===== config.mk =====
export PLATFORM = sky130hd
export DESIGN_NAME = tl_phase_sched
export DESIGN_NICKNAME = d
export VERILOG_FILES = /design/src/rtl/tl_pkg.sv /design/src/rtl/tl_countdown.sv /design/src/rtl/tl_phase_sched.sv
export SDC_FILE = /design/constraint.sdc
export NUM_CORES = 1
export LEC_CHECK = 0
export BUFFER_PORTS_ARGS = -buffer_cell sky130_fd_sc_hd__buf_2
export CAP_MARGIN = 20
export CORE_ASPECT_RATIO = 1.2
export CORE_MARGIN = 1.5
export CORE_UTILIZATION = 56
export CTS_CLUSTER_SIZE = 30
export DETAILED_ROUTE_END_ITERATION = 16
export GPL_ROUTABILITY_DRIVEN = 1
export MAX_ROUTING_LAYER = met4
export PLACE_DENSITY = 0.79
export SYNTH_ARGS = -nofsm -noshare
export SYNTH_HDL_FRONTEND = slang
export SYNTH_HIERARCHICAL = 1
export SYNTH_SLANG_ARGS = --single-unit

===== constraint.sdc =====
create_clock -name clk -period 2.26 [get_ports clk]
set_input_delay 0.113 -clock clk [delete_from_list [all_inputs] [get_ports clk]]
set_output_delay 0.113 -clock clk [all_outputs]
set_load 0.05 [all_outputs]

===== src/rtl/tl_pkg.sv =====
// Shared types and constants for the traffic-light phase scheduler.
// TL_ALLRED_EN inserts an all-red phase after each yellow.
package tl_pkg;

  typedef enum logic [2:0] {
    NSG, NSY, ARA, EWG, EWY, ARB, OFF, FLASH
  } phase_t;

  localparam int NS_R = 5;
  localparam int NS_Y = 4;
  localparam int NS_G = 3;
  localparam int EW_R = 2;
  localparam int EW_Y = 1;
  localparam int EW_G = 0;

  localparam logic [5:0] LED_NSG  = (6'b1 << NS_G) | (6'b1 << EW_R);
  localparam logic [5:0] LED_NSY  = (6'b1 << NS_Y) | (6'b1 << EW_R);
  localparam logic [5:0] LED_EWG  = (6'b1 << NS_R) | (6'b1 << EW_G);
  localparam logic [5:0] LED_EWY  = (6'b1 << NS_R) | (6'b1 << EW_Y);
  localparam logic [5:0] LED_AR   = (6'b1 << NS_R) | (6'b1 << EW_R);
  localparam logic [5:0] LED_DARK = 6'b0;

  localparam int Y_LEN_C = 3;
  localparam int AR_LEN  = 2;

  function automatic phase_t next_phase(input phase_t s);
    case (s)
`ifdef TL_ALLRED_EN
      NSG:     return NSY;
      NSY:     return ARA;
      ARA:     return EWG;
      EWG:     return EWY;
      EWY:     return ARB;
      default: return NSG;
`else
      NSG:     return NSY;
      NSY:     return EWG;
      EWG:     return EWY;
      default: return NSG;
`endif
    endcase
  endfunction

  function automatic logic [5:0] phase_led(input phase_t s);
    case (s)
      NSG:      return LED_NSG;
      NSY:      return LED_NSY;
      EWG:      return LED_EWG;
      EWY:      return LED_EWY;
      ARA, ARB: return LED_AR;
      default:  return LED_DARK;
    endcase
  endfunction

  function automatic logic [5:0] flash_led(input logic ph);
    logic [5:0] l;
    l = LED_DARK;
    l[NS_Y] = ph;
    l[EW_Y] = ph;
    return l;
  endfunction

endpackage


===== src/rtl/tl_countdown.sv =====
// Loadable seconds down-counter; expire flags the tick that ends the phase.
module tl_countdown #(
  parameter int TW      = 5,
  parameter int RST_VAL = 20
) (
  input  logic          clk,
  input  logic          rst,
  input  logic          tick,
  input  logic          hold,
  input  logic          load,
  input  logic [TW-1:0] load_val,
  output logic [TW-1:0] rest,
  output logic          expire
);

  assign expire = tick && (rest == TW'(1));

  always_ff @(posedge clk or posedge rst) begin
    if (rst)
      rest <= TW'(RST_VAL);
    else if (load)
      rest <= load_val;
    else if (tick && !hold && rest != '0)
      rest <= rest - TW'(1);
  end

endmodule


===== src/rtl/tl_phase_sched.sv =====
// Traffic-light phase sequencer: lamps, countdown, next-phase preview, online programming.
// TL_ALLRED_EN adds all-red phases ARA/ARB between yellow and the opposite green.
module tl_phase_sched
  import tl_pkg::*;
#(
  parameter int G_DEF   = 20,
  parameter int E_DEF   = 15,
  parameter int Y_LEN   = Y_LEN_C,
  parameter int MIN_LEN = 4,
  parameter int TW      = 5
) (
  input  logic          clk,
  input  logic          rst,
  input  logic          tick,
  input  logic          off_r,
  input  logic          pause_r,
  input  logic          star_change,
  input  logic          online,
  input  logic          green_change,
  input  logic          red_change,
  input  logic [TW-1:0] set_time,
  output logic [5:0]    led_state,
  output logic [TW-1:0] rest_time,
  output logic [TW-1:0] next_time,
  output logic          cfg_ack
);

  phase_t        state, nxt;
  logic [TW-1:0] g_len, e_len, g_sh, e_sh;
  logic [TW-1:0] cnt_val, new_len, new_next;
  logic          green_q, red_q, flash_ph;
  logic          green_rise, red_rise, req_ok, dark, dark_req;
  logic          cnt_load, cnt_hold, expire;

  function automatic logic [TW-1:0] phase_len(input phase_t s, input logic [TW-1:0] g,
                                              input logic [TW-1:0] e);
    case (s)
      NSG:      return g;
      EWG:      return e;
      NSY, EWY: return TW'(Y_LEN);
      ARA, ARB: return TW'(AR_LEN);
      default:  return '0;
    endcase
  endfunction

  // Lengths for the phase being entered come from the shadows, which become live at this boundary.
  always_comb begin
    green_rise = green_change & ~green_q;
    red_rise   = red_change & ~red_q;
    req_ok     = online && (set_time >= TW'(MIN_LEN));
    dark_req   = off_r | star_change;
    dark       = (state == OFF) || (state == FLASH);
    nxt        = next_phase(state);
    new_len    = phase_len(nxt, g_sh, e_sh);
    new_next   = phase_len(next_phase(nxt), g_sh, e_sh);
    cnt_load   = 1'b0;
    cnt_hold   = pause_r;
    cnt_val    = new_len;
    if (dark_req) begin
      cnt_load = 1'b1;
      cnt_val  = '0;
    end else if (dark) begin
      cnt_load = 1'b1;
      cnt_val  = g_len;
    end else if (!pause_r && expire) begin
      cnt_load = 1'b1;
    end
  end

  tl_countdown #(.TW(TW), .RST_VAL(G_DEF)) u_cnt (
    .clk      (clk),
    .rst      (rst),
    .tick     (tick),
    .hold     (cnt_hold),
    .load     (cnt_load),
    .load_val (cnt_val),
    .rest     (rest_time),
    .expire   (expire)
  );

  always_ff @(posedge clk or posedge rst) begin
    if (rst) begin
      state     <= NSG;
      led_state <= LED_NSG;
      next_time <= TW'(Y_LEN);
      g_len     <= TW'(G_DEF);
      e_len     <= TW'(E_DEF);
      g_sh      <= TW'(G_DEF);
      e_sh      <= TW'(E_DEF);
      cfg_ack   <= 1'b0;
      flash_ph  <= 1'b0;
      green_q   <= 1'b0;
      red_q     <= 1'b0;
    end else begin
      green_q <= green_change;
      red_q   <= red_change;
      cfg_ack <= 1'b0;
      if (green_rise && req_ok) begin
        g_sh    <= set_time;
        cfg_ack <= 1'b1;
      end else if (red_rise && req_ok) begin
        e_sh    <= set_time;
        cfg_ack <= 1'b1;
      end

      if (off_r) begin
        state     <= OFF;
        led_state <= LED_DARK;
        next_time <= '0;
        flash_ph  <= 1'b0;
      end else if (star_change) begin
        state     <= FLASH;
        next_time <= '0;
        flash_ph  <= flash_ph ^ tick;
        led_state <= flash_led(flash_ph ^ tick);
      end else if (dark) begin
        state     <= NSG;
        led_state <= LED_NSG;
        next_time <= TW'(Y_LEN);
        flash_ph  <= 1'b0;
      end else if (!pause_r && expire) begin
        state     <= nxt;
        led_state <= phase_led(nxt);
        next_time <= new_next;
        g_len     <= g_sh;
        e_len     <= e_sh;
      end
    end
  end

endmodule


==> impl_results.rst <==
.. list-table::
   :header-rows: 1

   * - Metric
     - Value
   * - Status
     - complete, but fails checks
   * - Violated checks
     - design-rule violations
   * - Detailed Route Iter0 Violations
     - 89
   * - Die outline area
     - between 3000 and 4000 µm²
   * - Sequential area share after synthesis
     - ~48%
   * - Top-level I/O count
     - 31
   * - Fmax
     - approximately 520 MHz
   * - Least-Margin Pin Slew
     - roughly 0.71 ns
   * - Path depth of the worst reg2reg path
     - 7
   * - Global-route usage over all layers
     - 24.4%
   * - Most common cell after layout, fill and taps aside
     - sky130_fd_sc_hd__buf_2
   * - Most area-consuming cells after synthesis
     - sky130_fd_sc_hd__dfrtp_1 30%, sky130_fd_sc_hd__dfstp_2 18%, sky130_fd_sc_hd__mux2_2 5.6%, sky130_fd_sc_hd__a22o_1 4.3%, sky130_fd_sc_hd__mux2_4 3.7%
   * - Shortest period the worst path allows
     - approximately 1.9 ns
   * - Layout cells sized above 1
     - roughly 39%
   * - RD Place Congestion
     - ~0.93
   * - Die Y-Extent
     - about 69 µm
   * - Number of maximum-capacitance constraint violations
     - 0
   * - # nets final
     - roughly 230
   * - Count of distinct cell types in the synthesized netlist
     - between 50 and 60
   * - Library cell with the largest summed area after synthesis
     - sky130_fd_sc_hd__dfrtp_1
   * - # diodes
     - 0
   * - Clock tree from TritonCTS
     - done
   * - Worst IR drop on VDD
     - around 0.49 mV
   * - Cell area after technology mapping
     - between 2000 and 2500 µm²
   * - Leakage dissipation
     - ~1.1 nW
   * - Cell chosen for the clock root
     - sky130_fd_sc_hd__clkbuf_8
   * - Hold-fix buffers at CTS
     - 3
   * - Required arrival time at the worst endpoint
     - between 2 and 2.5 ns
   * - Initial core utilization
     - between 50 and 60%
   * - Final setup viols
     - 0
   * - Fraction of power consumed by the clock network
     - a little over a quarter
   * - Final hold violation count
     - 0
   * - Post-synthesis average cell area
     - 11.4 µm²
   * - Antenna Violating Nets Remaining
     - 0
   * - Antenna violations before repair
     - 0
   * - Post-synthesis async set-or-reset flop share
     - between 90% and 100%
   * - Yosys synthesis warning count
     - 6
   * - DP Worst Slack
     - roughly 0.38 ns
   * - Number of cells on the worst hold path
     - 2
   * - Post-CTS clock slew at the launch and capture registers of the worst setup and hold paths
     - roughly 0.080 ns
   * - Sw Ratio
     - about 31%
   * - Synthesized netlist cell count
     - ~180
   * - Category of the worst setup path capture point
     - flip-flop
   * - Slack of the critical path
     - 0.350 ns
   * - Post-route worst hold slack
     - around 0.06 ns
   * - Number of buffers created by CTS
     - 5
   * - WL final
     - between 4000 and 5000 µm
   * - Wire per inst
     - around 17 µm
   * - Placeable core area
     - ~3400 µm²
   * - Top cell type's share of synthesized area
     - between 20 and 30%
   * - Post CTS Setup Buffer Count
     - 0
   * - DIE WIDTH
     - between 50 and 60 µm
   * - DP HPWL
     - about 3100 µm
   * - Post-synth EDFFs
     - 0
   * - Total nets after synthesis
     - about 190
   * - TritonCTS Sinks
     - 38
   * - Area added between synthesis and finish
     - 14.1%
   * - Element type at the critical path start
     - flip-flop
   * - Class of the most critical hold timing path
     - in2reg
   * - Setup repair after global routing missed its margin
     - false
   * - Clk Latency, worst-skew pair
     - about 0.29 ns
   * - Peak fanout along the critical path
     - 11
   * - Global-route wire length before repair
     - 7030 µm
   * - Cell-internal power
     - ~1.2 mW
   * - Final setup TNS
     - 0 ns
   * - Vias post-DR
     - 1,539
   * - Dominant synthesized flop cell
     - sky130_fd_sc_hd__dfrtp_1
   * - Largest net degree at the start of global routing
     - 34
   * - Post-CTS Resized
     - 0
   * - Global route overflow
     - 0
   * - Final clock skew
     - roughly 0.013 ns
   * - Cell area power density
     - ~730 nW/µm²
   * - Port bufs
     - 30
   * - Post-layout power
     - between 1.5 and 2 mW
   * - Standard-cell row count
     - 23
   * - CP arrival
     - around 2.1 ns
   * - Share of the clock period used by the worst path
     - 84.5%
   * - First-pass detailed-route iteration total
     - 10
   * - Worst rel slew slack
     - between 50% and 60%
   * - Residual DRC
     - 3
   * - Vias per inst
     - between 6 and 7
   * - Proportion of power drawn by flip-flops and latches
     - 51.1%
   * - Switching power of the nets
     - between 500 and 600 µW
   * - Clock Tree Buf Depth
     - 2
   * - Combinational power share
     - 22.1%
   * - Worst setup path class
     - reg2reg
   * - Highest-count cells in the layout ignoring fill and taps
     - 30 x sky130_fd_sc_hd__buf_2, 24 x sky130_fd_sc_hd__dfrtp_1, 14 x sky130_fd_sc_hd__dfstp_2, 12 x sky130_fd_sc_hd__a21oi_1
   * - H-tree depth
     - 2
   * - Number of global-route vias before repair
     - 1,540
   * - Number of synthesized register bits
     - 38
   * - Fin. max-slew vios
     - 0
[worst max-delay path, cell delays in order (launching register included)]
cell and delay (ns):
sky130_fd_sc_hd__dfrtp_1 0.40, sky130_fd_sc_hd__inv_1 0.09, sky130_fd_sc_hd__ha_1 0.19, sky130_fd_sc_hd__and4b_2 0.25, sky130_fd_sc_hd__nand2b_1 0.15, sky130_fd_sc_hd__and3_1 0.29, sky130_fd_sc_hd__inv_2 0.13, sky130_fd_sc_hd__o31a_1 0.30
[state kept, by name, indices dropped and copies added, names as in the netlist]
signal / count
cfg_ack: 1
flash_ph: 1
state: 3
u_cnt/rest: 5
green_q: 1
g_len: 5
red_q: 1
next_time: 5
led_state: 6
e_sh: 5
g_sh: 5
[final timing paths]
| check | to | slack, ns | start |
|---|---|---|---|
| max | u_cnt/rest[0] | 0.35 | u_cnt/rest[1] |
| min | flash_ph | 0.06 | off_r |
| max reg2reg | u_cnt/rest[0] | 0.35 | u_cnt/rest[1] |
| min reg2reg | led_state[5] | 0.49 | led_state[5] |
| max in group asynchronous | e_sh[1] | 1.46 | rst |
| min in group asynchronous | u_cnt/rest[0] | 0.27 | rst |
[metal layers]
metal  vias to the layer above  global-route usage [%]  part of all wire, %
met3                         8                    5.41                  5.1
met5                         -                       -                    0
met4                         0                    11.9                  1.8
met1                       745                    28.6                   43
met2                        58                    40.1                   50
li1                        728                       -                    -
[power by group through the flow]
stage | registers [mW] | logic (mW) | clock network [mW]
3_3_place_gp | 0.861 | 0.354 | 0
6_report | 0.857 | 0.370 | 0.450
2_1_floorplan | 0.906 | 0.229 | 0
4_1_cts | 0.856 | 0.371 | 0.458
5_1_grt | 0.872 | 0.402 | 0.489
3_5_place_dp | 0.868 | 0.365 | 0
[stage by stage]
| stage | instance area (µm²) | util [%] | std cells |
|---|---|---|---|
| finish | 2300 | 67.8 | 251 |
| global route | 2300 | 67.8 | 251 |
| CTS | 2300 | 67.8 | 251 |
| detailed placement | 2190 | 64.4 | 240 |
| global placement | 2190 | 64.4 | 240 |
| floorplan | 2020 | - | 177 |
[cells in the mapped netlist, drive strengths merged, types with 2 or more instances]
cell type and count:
and3b 2, buf 8, a22o 10, and3 3
nand2 5, nor2b 9, a22oi 3, or2 2
inv 8, nor2 5, o2bb2ai 4, o221ai 2
a21oi 12, a31oi 2, dfrtp 24, nor3b 2
nor4 2, nand3 2, o22ai 2, ha 2
nand2b 4, o21ai 10, o31ai 2, mux2 15
nor3 3, dfstp 14, a31o 2
[area by class of cell]
type / instances / area [µm²]
fill: 268 / 1090
sequential: 38 / 968
multi-input combinational: 122 / 955
timing repair buffer: 38 / 218
clock buffer: 6 / 72.6
tap: 37 / 46.3
inverter: 8 / 30.0
clock inverter: 2 / 13.8
[kinds of logic (layout without fill, tap and decap cells)]
kind of cell,Yosys count,count (layout),synth area share [%]
AOI/OAI and AO/OA,56,56,20.1
buffers and inverters,17,54,4.71
muxes,16,16,9.80
DFF,38,38,48.0
adders and majority gates,2,2,1.24
xor gates and xnor gates,1,1,0.434
and+or+nand+nor,47,47,15.7
Power figures use the tool's default switching activity.
